$ cat config.mk
export PLATFORM = sky130hd
export DESIGN_NAME = ai_car_lane_gen
export DESIGN_NICKNAME = d
export VERILOG_FILES = /design/src/rtl/ai_car_lane_gen.sv
export SDC_FILE = /design/constraint.sdc
export NUM_CORES = 1
export LEC_CHECK = 0
export ABC_AREA = 0
export ABC_CLOCK_PERIOD_IN_PS = 5300
export CORE_MARGIN = 1
export CORE_UTILIZATION = 40
export CTS_BUF_LIST = sky130_fd_sc_hd__clkbuf_4 sky130_fd_sc_hd__clkbuf_8
export CTS_CLUSTER_DIAMETER = 80
export DETAILED_ROUTE_END_ITERATION = 7
export PLACE_DENSITY = 0.6
export SETUP_SLACK_MARGIN = 0.3
export SYNTH_ARGS = -nofsm -noshare
export SYNTH_HDL_FRONTEND = slang
export SYNTH_SLANG_ARGS = --single-unit
export TNS_END_PERCENT = 30
$ cat constraint.sdc
create_clock -name clk -period 5.3 [get_ports clk]
set_input_delay 1.06 -clock clk [delete_from_list [all_inputs] [get_ports clk]]
set_output_delay 1.06 -clock clk [all_outputs]
set_load 0.02 [all_outputs]
$ cat src/rtl/ai_car_lane_gen.sv
// One AI traffic car: spawn / scroll / lane-change / crash state machine plus a
// one-cycle pixel query path over a recolourable 16x16 2-bit sprite.
module ai_car_lane_gen #(
    parameter int         NUM_LANES      = 4,
    parameter int         LANE_X0        = 180,
    parameter int         LANE_PITCH     = 60,
    parameter int         SCALE_LOG2     = 2,
    parameter int         SCREEN_H       = 480,
    parameter int         BASE_SPEED     = 6,
    parameter int         SPEED_SHIFT    = 5,
    parameter int         SHIFT_STEP     = 2,
    parameter bit         LANE_CHANGE_EN = 1'b1,
    parameter int         CRASH_FRAMES   = 30,
    parameter logic [7:0] BODY_COLOR     = 8'hE4,
    parameter logic [7:0] MASK_VALUE     = 8'h62
) (
    input  logic               clk,
    input  logic               reset,
    input  logic               frame_start,
    input  logic [10:0]        requested_x,
    input  logic [10:0]        requested_y,
    input  logic [9:0]         player_speed,
    input  logic [10:0]        random,
    input  logic               hit,
    output logic [10:0]        car_x,
    output logic signed [11:0] car_y,
    output logic               car_active,
    output logic               draw_request,
    output logic [7:0]         output_color
);

    localparam int                 CAR_W  = 16 << SCALE_LOG2;
    localparam logic signed [11:0] Y_MIN  = 12'(-CAR_W);
    localparam logic signed [11:0] Y_MAX  = 12'(SCREEN_H);
    localparam logic signed [12:0] CAR_SZ = 13'(CAR_W);

    // Row r, column c lives in bits [2c+1:2c]; 0 transparent, 1 body, 2 glass, 3 bumper.
    localparam logic [31:0] SPRITE [16] = '{
        32'h0000_0000, 32'h3FFF_FFFC, 32'h1555_5554, 32'h1555_5554,
        32'h16AA_AA94, 32'h16AA_AA94, 32'h1555_5554, 32'h1555_5554,
        32'h1555_5554, 32'h1555_5554, 32'h1555_5554, 32'h1555_5554,
        32'h1555_5554, 32'h1555_5554, 32'h3FFF_FFFC, 32'h0000_0000
    };

    typedef enum logic [1:0] {S_WAIT, S_DRIVE, S_SHIFT, S_CRASH} state_t;

    state_t             r_state, w_state_nxt;
    logic [4:0]         r_gap, w_gap_nxt;
    logic [2:0]         r_lane, w_lane_nxt, r_target, w_target_nxt;
    logic [10:0]        r_car_x, w_x_nxt;
    logic signed [11:0] r_car_y, w_y_nxt;
    logic [7:0]         r_crash_cnt, w_cnt_nxt;
    logic               r_draw_p1;
    logic [7:0]         r_color_p1;

    function automatic logic [10:0] lane_x(input logic [2:0] lane);
        lane_x = 11'(LANE_X0 + int'(lane) * LANE_PITCH);
    endfunction

    logic [11:0]        w_speed_add;
    logic signed [11:0] w_y_scroll;
    logic               w_despawn, w_to_wait, w_tgt_ok, w_lane_req;
    logic [2:0]         w_spawn_lane, w_tgt;
    logic [10:0]        w_x_step;
    logic [7:0]         w_cnt_inc;

    assign w_speed_add  = {2'b00, player_speed >> SPEED_SHIFT};
    assign w_y_scroll   = r_car_y + $signed(w_speed_add) - $signed(12'(BASE_SPEED));
    assign w_despawn    = (w_y_scroll >= Y_MAX) || (w_y_scroll < Y_MIN);
    assign w_spawn_lane = 3'(int'(random) % NUM_LANES);
    assign w_tgt        = random[7] ? r_lane + 3'd1 : r_lane - 3'd1;
    assign w_tgt_ok     = random[7] ? (int'(r_lane) < NUM_LANES - 1) : (r_lane != 3'd0);
    assign w_lane_req   = LANE_CHANGE_EN && (random[10:8] == 3'd0) && w_tgt_ok;
    assign w_x_step     = (r_target > r_lane) ? r_car_x + 11'(SHIFT_STEP)
                                              : r_car_x - 11'(SHIFT_STEP);
    assign w_cnt_inc    = r_crash_cnt + 8'd1;

    always_ff @(posedge clk) begin
        if (reset) begin
            r_state     <= S_WAIT;
            r_gap       <= 5'd1;
            r_lane      <= 3'd0;
            r_target    <= 3'd0;
            r_car_x     <= 11'(LANE_X0);
            r_car_y     <= Y_MIN;
            r_crash_cnt <= 8'd0;
        end else begin
            r_state     <= w_state_nxt;
            r_gap       <= w_gap_nxt;
            r_lane      <= w_lane_nxt;
            r_target    <= w_target_nxt;
            r_car_x     <= w_x_nxt;
            r_car_y     <= w_y_nxt;
            r_crash_cnt <= w_cnt_nxt;
        end
    end

    always_comb begin
        w_state_nxt  = r_state;
        w_gap_nxt    = r_gap;
        w_lane_nxt   = r_lane;
        w_target_nxt = r_target;
        w_x_nxt      = r_car_x;
        w_y_nxt      = r_car_y;
        w_cnt_nxt    = r_crash_cnt;
        w_to_wait    = 1'b0;
        if (r_state == S_WAIT) begin
            if (frame_start) begin
                if (r_gap == 5'd0) begin
                    w_lane_nxt  = w_spawn_lane;
                    w_x_nxt     = lane_x(w_spawn_lane);
                    w_y_nxt     = Y_MIN;
                    w_state_nxt = S_DRIVE;
                end else begin
                    w_gap_nxt = r_gap - 5'd1;
                end
            end
        end else begin
            if (frame_start) w_y_nxt = w_y_scroll;
            // Leaving the screen wins over crash, lane change and crash timeout.
            if (frame_start && w_despawn) begin
                w_to_wait = 1'b1;
            end else begin
                case (r_state)
                    S_DRIVE: begin
                        if (hit) begin
                            w_state_nxt = S_CRASH;
                            w_cnt_nxt   = 8'd0;
                        end else if (frame_start && w_lane_req) begin
                            w_target_nxt = w_tgt;
                            w_state_nxt  = S_SHIFT;
                        end
                    end
                    S_SHIFT: begin
                        if (hit) begin
                            w_state_nxt = S_CRASH;
                            w_cnt_nxt   = 8'd0;
                        end else if (frame_start) begin
                            w_x_nxt = w_x_step;
                            if (w_x_step == lane_x(r_target)) begin
                                w_lane_nxt  = r_target;
                                w_state_nxt = S_DRIVE;
                            end
                        end
                    end
                    S_CRASH: begin
                        if (frame_start) begin
                            w_cnt_nxt = w_cnt_inc;
                            if (w_cnt_inc == 8'(CRASH_FRAMES)) w_to_wait = 1'b1;
                        end
                    end
                    default: ;
                endcase
            end
        end
        if (w_to_wait) begin
            w_state_nxt = S_WAIT;
            w_gap_nxt   = {1'b0, random[3:0]} + 5'd1;
        end
    end

    logic signed [12:0] w_dx, w_dy;
    logic               w_inside, w_blank;
    logic [3:0]         w_row, w_col;
    logic [1:0]         w_code;

    assign w_dx     = $signed({2'b00, requested_x}) - $signed({2'b00, r_car_x});
    assign w_dy     = $signed({2'b00, requested_y}) - $signed({r_car_y[11], r_car_y});
    assign w_inside = car_active && (w_dx >= 13'sd0) && (w_dx < CAR_SZ)
                                 && (w_dy >= 13'sd0) && (w_dy < CAR_SZ);
    assign w_row    = w_dy[SCALE_LOG2 +: 4];
    assign w_col    = w_dx[SCALE_LOG2 +: 4];
    assign w_code   = SPRITE[w_row][{w_col, 1'b0} +: 2];
    assign w_blank  = (r_state == S_CRASH) && r_crash_cnt[2];

    // p1: registered pixel answer, one cycle after the query
    always_ff @(posedge clk) begin
        if (reset || !w_inside || w_blank || w_code == 2'd0) begin
            r_draw_p1  <= 1'b0;
            r_color_p1 <= MASK_VALUE;
        end else begin
            r_draw_p1 <= 1'b1;
            case (w_code)
                2'd1:    r_color_p1 <= BODY_COLOR;
                2'd2:    r_color_p1 <= 8'h00;
                default: r_color_p1 <= 8'hFF;
            endcase
        end
    end

    assign car_x        = r_car_x;
    assign car_y        = r_car_y;
    assign car_active   = (r_state != S_WAIT);
    assign draw_request = r_draw_p1;
    assign output_color = r_color_p1;

endmodule

# Word level (Yosys, flattened, before mapping)
# Memories as Yosys holds them, arrays and structs flattened.
# Index checks and enable logic that the tools add are counted.
dict set report word_totals {
  reg_bits 53
  romBits 512
  output_inout_bits 33
  input_bits 47
  elab_cells 138
  mem_count 1
}
# memory words word_bits rd rd_clocked_by_memory_dff wr line
set memory_table {}
lappend memory_table {{(name not given)} 16 32 1 0 0 173} ;# assign w_code = SPRITE[w_row][{w_col, 1'b0} +: 2];
dict set report classes {
  n_bitwise 4
  order_cmp 9
  n_shift 1
  multipliers 2
  n_eq_ne 17
  n_reduce_logical 34
  n_mux 48
  addsub 13
}
# op count
set ops {}
lappend ops {{11-bit 2-to-1 mux} 8}
lappend ops {{32-bit 2-to-1 mux} 2}
lappend ops {{12-bit 2-to-1 mux} 4}
lappend ops {{8-bit case mux with 2 select lines} 2}
lappend ops {{32-bit by 6-bit indexed part select with 2-bit output} 1}
lappend ops {{3-bit 2-to-1 mux} 9}
lappend ops {{5-bit 2-to-1 mux} 4}
lappend ops {{2-bit 2-to-1 mux} 9}
lappend ops {{8-bit 2-to-1 mux} 2}
lappend ops {{7-bit AND reduction} 2}
lappend ops {{13-bit by 1-bit greater-or-equal comparator with 1-bit output, second input constant} 1}
lappend ops {{13-bit by 8-bit < comparator with 1-bit output, second input constant} 1}
lappend ops {{12-bit by 12-bit subtractor with 13-bit output} 1}
lappend ops {{12-bit by 6-bit adder with 12-bit output} 1}
lappend ops {{12-bit by 1-bit greater-or-equal comparator with 1-bit output, second input constant} 1}
lappend ops {{12-bit by 10-bit greater-or-equal comparator with 1-bit output, second input constant} 1}
lappend ops {{12-bit by 7-bit < comparator with 1-bit output, second input constant} 1}
lappend ops {{12-bit by 8-bit < comparator with 1-bit output, second input constant} 1}
lappend ops {{4-bit inequality test, second input constant} 3}
lappend ops {{2-bit nonzero test} 6}
lappend ops {{11-bit by 11-bit subtractor with 12-bit output} 1}
lappend ops {{12-bit by 4-bit subtractor with 12-bit output, second input constant} 1}
lappend ops {{11-bit by 2-bit adder with 11-bit output, second input constant} 1}
lappend ops {{11-bit by 10-bit equality test with 1-bit output} 1}
lappend ops {{other kinds (34)} 64}

# Longest topological paths before layout
# Gate-level depths: netlist of run 1.
dict set report logic_depth {
  word_depth 11
  depth_mapped 19
  ltp_nobuf 19
}

# Worst setup path after synthesis of run 1
# OpenSTA, ideal clock, no wires.
dict set report synth_timing {
  path_kind {input -> register}
  from {input requested_y[0]}
  to {register r_color_p1[4], in the netlist output_color[4]}
  setup_time_ns 0.060
  arrival_time_ns 4.481
  required_ns 5.240
  setup_slack_ns 0.759
  path_stages 17
  n_path_buf 0
  cell_sequence {inv_1 -> ha_1 -> inv_1 -> fa_1 -> a21o_1 -> a21oi_1 -> xnor2_1 -> and4_1 -> a41oi_1 -> o32a_1 -> ha_1 -> a2111oi_0 -> o211ai_1 -> a2111oi_0 -> o2111ai_1 -> a2111oi_2 -> and2_1}
}
dict set report synth_between {
  elab_chain_cells 8
  word_cells_on_any_way 18
  cone_classes {1 x add/sub; 2 x order compare; 2 x eq/ne; 1 x shift; 3 x mux; 1 x bitwise; 7 x reduce/logical; 1 x memory}
}
# item line
set synth_lines {}
lappend synth_lines {{start: declaration} 21} ;# input logic [10:0] requested_y,
lappend synth_lines {{12-bit by 12-bit subtractor with 13-bit output *} 168} ;# assign w_dy = $signed({2'b00, requested_y}) - $signed({r_car_y[11], r_car_y});
lappend synth_lines {{4-bit inverter with 5-bit output (implied by the code) / 13-bit by 1-bit greater-or-equal comparator with 1-bit output (equally long branches)} {173, 170}}
lappend synth_lines {{memory read 16 x 32 bit / 1-bit logical AND (equally long branches)} --}
lappend synth_lines {{32-bit 2-to-1 mux (implied by the code) / 1-bit logical AND (equally long branches)} {173, 170}}
lappend synth_lines {{32-bit 2-to-1 mux (implied by the code) / 1-bit zero test (equally long branches)} {173, 178}}
lappend synth_lines {{32-bit by 6-bit indexed part select with 2-bit output / 1-bit logical OR (equally long branches)} {173, 178}}
lappend synth_lines {{2-bit equality test (tied with other cells)} 183} ;# case (w_code)
lappend synth_lines {{8-bit case mux with 2 select lines / 1-bit logical OR (equally long branches)} {183, 178}}
lappend synth_lines {{end signal: assignment} 184} ;# 2'd1: r_color_p1 <= BODY_COLOR;
lappend synth_lines {{end signal: assignment} 185} ;# 2'd2: r_color_p1 <= 8'h00;
lappend synth_lines {{end signal: assignment} 186} ;# default: r_color_p1 <= 8'hFF;
lappend synth_lines {{end: declaration} 54} ;# logic [7:0] r_color_p1;
# Every way passes the cells marked *; elsewhere a longest branch is shown, timed or not. The select of a mux whose other input is x is not followed.
# A chain may end at the register's enable or synchronous reset.

# Final worst setup path of run 1
dict set report layout_timing {
  from {input player_speed[6]}
  to {register r_gap[4]}
}
dict set report layout_between {
  elab_chain_cells 9
  word_cells_on_any_way 13
  cone_classes {2 x add/sub; 2 x order compare; 1 x eq/ne; 3 x mux; 5 x reduce/logical}
}
# item line
set layout_lines {}
lappend layout_lines {{start: declaration} 22} ;# input logic [9:0] player_speed,
lappend layout_lines {{12-bit by 6-bit adder with 12-bit output *} 68} ;# assign w_y_scroll = r_car_y + $signed(w_speed_add) - $signed(12'(BASE_SPEED));
lappend layout_lines {{12-bit by 4-bit subtractor with 12-bit output *} 68}
lappend layout_lines {{12-bit by 10-bit greater-or-equal comparator with 1-bit output / 12-bit by 7-bit < comparator with 1-bit output (equally long branches)} 69} ;# assign w_despawn = (w_y_scroll >= Y_MAX) || (w_y_scroll < Y_MIN);
lappend layout_lines {{1-bit logical OR *} 69}
lappend layout_lines {{1-bit logical AND *} 121} ;# if (frame_start && w_despawn) begin
lappend layout_lines {{1-bit 2-to-1 mux *} 121}
lappend layout_lines {{1-bit 2-to-1 mux *} 107} ;# if (r_state == S_WAIT) begin
lappend layout_lines {{2-bit inequality test (no line) / 2-bit nonzero test (equally long branches)} --}
lappend layout_lines {{3-bit AND reduction (no line)} --}
lappend layout_lines {{end signal: assignment} 89} ;# r_gap <= w_gap_nxt;
lappend layout_lines {{end: declaration} 48} ;# logic [4:0] r_gap, w_gap_nxt;
# Every way passes the cells marked *; elsewhere a longest branch is shown, timed or not.

==> results of run 1 <==
==> worst register-to-register path, delay by kind of cell (launching register included) <==
kind                       cells  cell delay, ns
buffers and inverters          1            0.21
AOI/OAI and AO/OA              8            1.75
and+or+nand+nor                4            1.13
adders and majority gates      2            0.65
DFF                            1            0.57
==> cell families after synthesis <==
group,after synthesis
compound gates,198
xor+xnor,49
fa+ha+maj,81
buf+inv,86
flops,48
mux,14
other cells,2
simple gates,211
==> metrics by stage <==
step | area, sq um | total power [W] | setup slack (ns)
4_1_cts | 6460 | 0.00281 | 0.382
3_3_place_gp | 6350 | 0.00247 | -0.198
6_report | 6610 | 0.00291 | 0.574
3_5_place_dp | 6350 | 0.00253 | -0.319
2_1_floorplan | 5450 | 0.00197 | 0.759
5_1_grt | 6610 | 0.00316 | 0.314
==> flip-flops by register name, indices dropped and copies added, names as in the netlist <==
register	cells
r_gap	5
r_lane	3
car_y	12
output_color	4
draw_request	1
car_x	10
r_crash_cnt	8
r_target	3
r_state	2
==> final cells by class <==
cell class / instances / area, sq um
fill: 1294 / 6630
multi-input combinational: 555 / 4240
sequential: 48 / 961
timing repair buffer: 88 / 838
inverter: 67 / 251
tap: 176 / 220
clock buffer: 8 / 97.6
==> power by group through the flow <==
stage / clock network [W] / logic, W / registers [W]
2_1_floorplan: 0 / 0.00146 / 0.000512
3_3_place_gp: 0 / 0.00198 / 0.000497
3_5_place_dp: 0 / 0.00203 / 0.000498
4_1_cts: 0.000270 / 0.00205 / 0.000490
5_1_grt: 0.000284 / 0.00237 / 0.000499
6_report: 0.000264 / 0.00216 / 0.000490
==> metal layers <==
layer / wire (um) / track usage, % / vias up
met5: 0 / 0 / -
met4: 264 / 6.72 / 0
met3: 542 / 3.43 / 16
met2: 7040 / 36.1 / 132
met1: 6860 / 27.1 / 2482
li1: - / - / 2626
==> synthesized netlist by cell type (11+ instances only) <==
master / count / area share (%)
mux2i_1: 11 / 2.0
o21a_1: 12 / 1.7
inv_1: 65 / 4.5
dfxtp_1: 48 / 18
or3_1: 12 / 1.4
nor3_1: 16 / 1.5
nand2_1: 40 / 2.8
nor2_1: 56 / 3.9
nor2b_1: 12 / 1.4
ha_1: 73 / 17
o21ai_0: 29 / 2.7
nand3_1: 19 / 1.7
nand2b_1: 12 / 1.4
xor2_1: 20 / 3.2
a21oi_1: 56 / 5.1
xnor2_1: 28 / 4.5
==> final timing paths <==
kind	start	endpoint	slack, ns	cells past startpoint
setup / recovery	player_speed[6]	r_gap[4]	0.57	15
hold / removal	car_y[1]	car_y[1]	0.51	2
setup reg to reg	r_target[1]	r_lane[1]	0.92	15
hold reg to reg	car_y[1]	car_y[1]	0.51	2
==> repair_timing <==
item,CTS,global route
setup buffers,0,2
hold endpoints to repair,0,0
hold buffers,0,0
endpoints found under the setup margin,5,5
pin swaps,2,11
resized for setup,4,23
==> summary.md, run 1 <==
| Metric | Value |
|---|---|
| Simple-gate share of the synthesized area | `19.7%` |
| Yosys warnings | `0` |
| Crit-path max cell delay | `0.45 ns` |
| Synthesized area | `5450 sq um` |
| Complex-gate fraction of the synthesized area | `24.9%` |
| Clock-pin slew on the worst setup and hold paths | `0.10 ns` |
| Commonest non-fill, non-tap cells in the layout | `ha_1, clkdlybuf4s50_1, inv_1, a21oi_1, nor2_1` |
| DR vias/cell | `5.58` |
| Internal Pwr Total | `0.00147 W` |
| Number of flops mapped to enable cells by yosys | `0` |
| Crit path capture type | `register` |
| Max-cap violations | `0` |
| Total number of H-tree levels | `2` |
| Vias in the first global route | `5003` |
| Finish-stage setup viols | `0` |
| GR Util All Layers | `21.2%` |
| Asr flop ratio synth | `0%` |
| Die height | `119 um` |
| Num ports | `80` |
| # diodes | `0` |
| Fraction of layout cells with a size suffix above 1 | `under 10%` |
| Final net count | `893` |
| Seq pwr share | `16.8%` |
| IO buf count | `69` |
| Worst-skew pair later-pin latency | `0.33 ns` |
| # DRC | `0` |
| First-pass GRT wire length | `24.1 mm` |
| Grt ovf | `0` |
| HPWL after DPL | `11.5 mm` |
| Logic gate share of total power | `74.2%` |
| Die area | `14100 sq um` |
| Min-Delay Path Class | `register to register` |
| Drt first-iter violations | `roughly 270` |
| Finished Layout Cells | `942` |
| Largest family of logic cells by synthesized area | `compound AO/OA/AOI/OAI gates` |
| Root Buffer | `clkbuf_8` |
| TritonCTS Buffers | `5` |
| Multiplexer area fraction after synthesis | `2.64%` |
| Die X-Extent | `119 um` |
| CP Buf/Inv Count | `3` |
| Post-layout min period | `4.73 ns` |
| TritonCTS clock tree | `done` |
| Clock Path Buffers | `2` |
| Initial antenna violation count | `0` |
| Fmax | `around 0.21 GHz` |
| Worst-Margin Slew | `0.847 ns` |
| Leakage | `~2.7 nW` |
| Top_reg_cell synth | `dfxtp_1` |
| Initial Util | `41.1%` |
| Wire length per cell | `15.6 um` |
| Run status | `completed` |
| Layout area overhead | `21.3%` |
| Synthesized netlist cell count | `689` |
| Hold WS | `0.512 ns` |
| GPL Wtd Cong | `0.835` |
| RSZ-0062 raised after global routing | `false` |
| Period Utilization, post-route | `between 80% and 90%` |
| Vias | `5256` |
| Synth Area in Adders | `19.7%` |
| Critical Path Fanout Max | `7` |
| Post-Synth XOR/XNOR Area | `under 10%` |
| Net Count, Synth | `817` |
| Register area share after synthesis | `between 10% and 20%` |
| Startpoint types | `input port` |
| Antenna viol nets, final | `0` |
| Skew final | `approximately 0.012 ns` |
| Inst Count DP | `932` |
| Final Hold Vio Count | `0` |
| Clock power share | `9.0%` |
| Cells along the critical path | `clkdlybuf4s50_1, inv_1, ha_1, inv_1, ha_1, fa_1, a211oi_2, o21ai_2, o2111ai_1, or3b_4, nand2_1, a2bb2oi_2, o21a_1, mux2_2, a21oi_1` |
| First-pass DRT Iterations | `5` |
| Synth Area per Inst | `7.91 sq um` |
| Largest net degree at the start of global routing | `40` |
| Req. time, crit path | `5.57 ns` |
| Top delay family on crit path | `compound AO/OA/AOI/OAI gates` |
| Critical Path AT | `about 5 ns` |
| Layout Utilization | `49.9%` |
| Num rows | `between 40 and 50` |
| Max IR drop VDD | `0.207 mV` |
| Slew HR | `42.8%` |
| Switch share | `49.5%` |
| Synth cell types | `78` |
| Slew Viols, Final | `0` |
| Pwr dens | `441 nW/um^2` |
| CORE AREA | `13200 sq um` |
| P_sw | `0.00144 W` |
| CP max stage cell | `clkdlybuf4s50_1` |
| Synth Register Bits | `48` |
| Fin Setup TNS | `0 ns` |
| Clock tree sinks | `48` |
| WL final | `14.7 mm` |
| Critical path type | `input port to register` |
| Commonest non-fill, non-tap cell in the layout | `ha_1` |
(Power assumes the default switching activity.)
==> run 2, diff against run 1 <==
--- a/config.mk
+++ b/config.mk
@@ -5,9 +5,7 @@
 export SDC_FILE = /design/constraint.sdc
 export NUM_CORES = 1
 export LEC_CHECK = 0
-export ABC_AREA = 0
 export ABC_CLOCK_PERIOD_IN_PS = 5300
-export CORE_MARGIN = 1
 export CORE_UTILIZATION = 40
 export CTS_BUF_LIST = sky130_fd_sc_hd__clkbuf_4 sky130_fd_sc_hd__clkbuf_8
 export CTS_CLUSTER_DIAMETER = 80
==> results of run 2 <==
No change in the layout: final DEF, timing and power equal those of run 1.
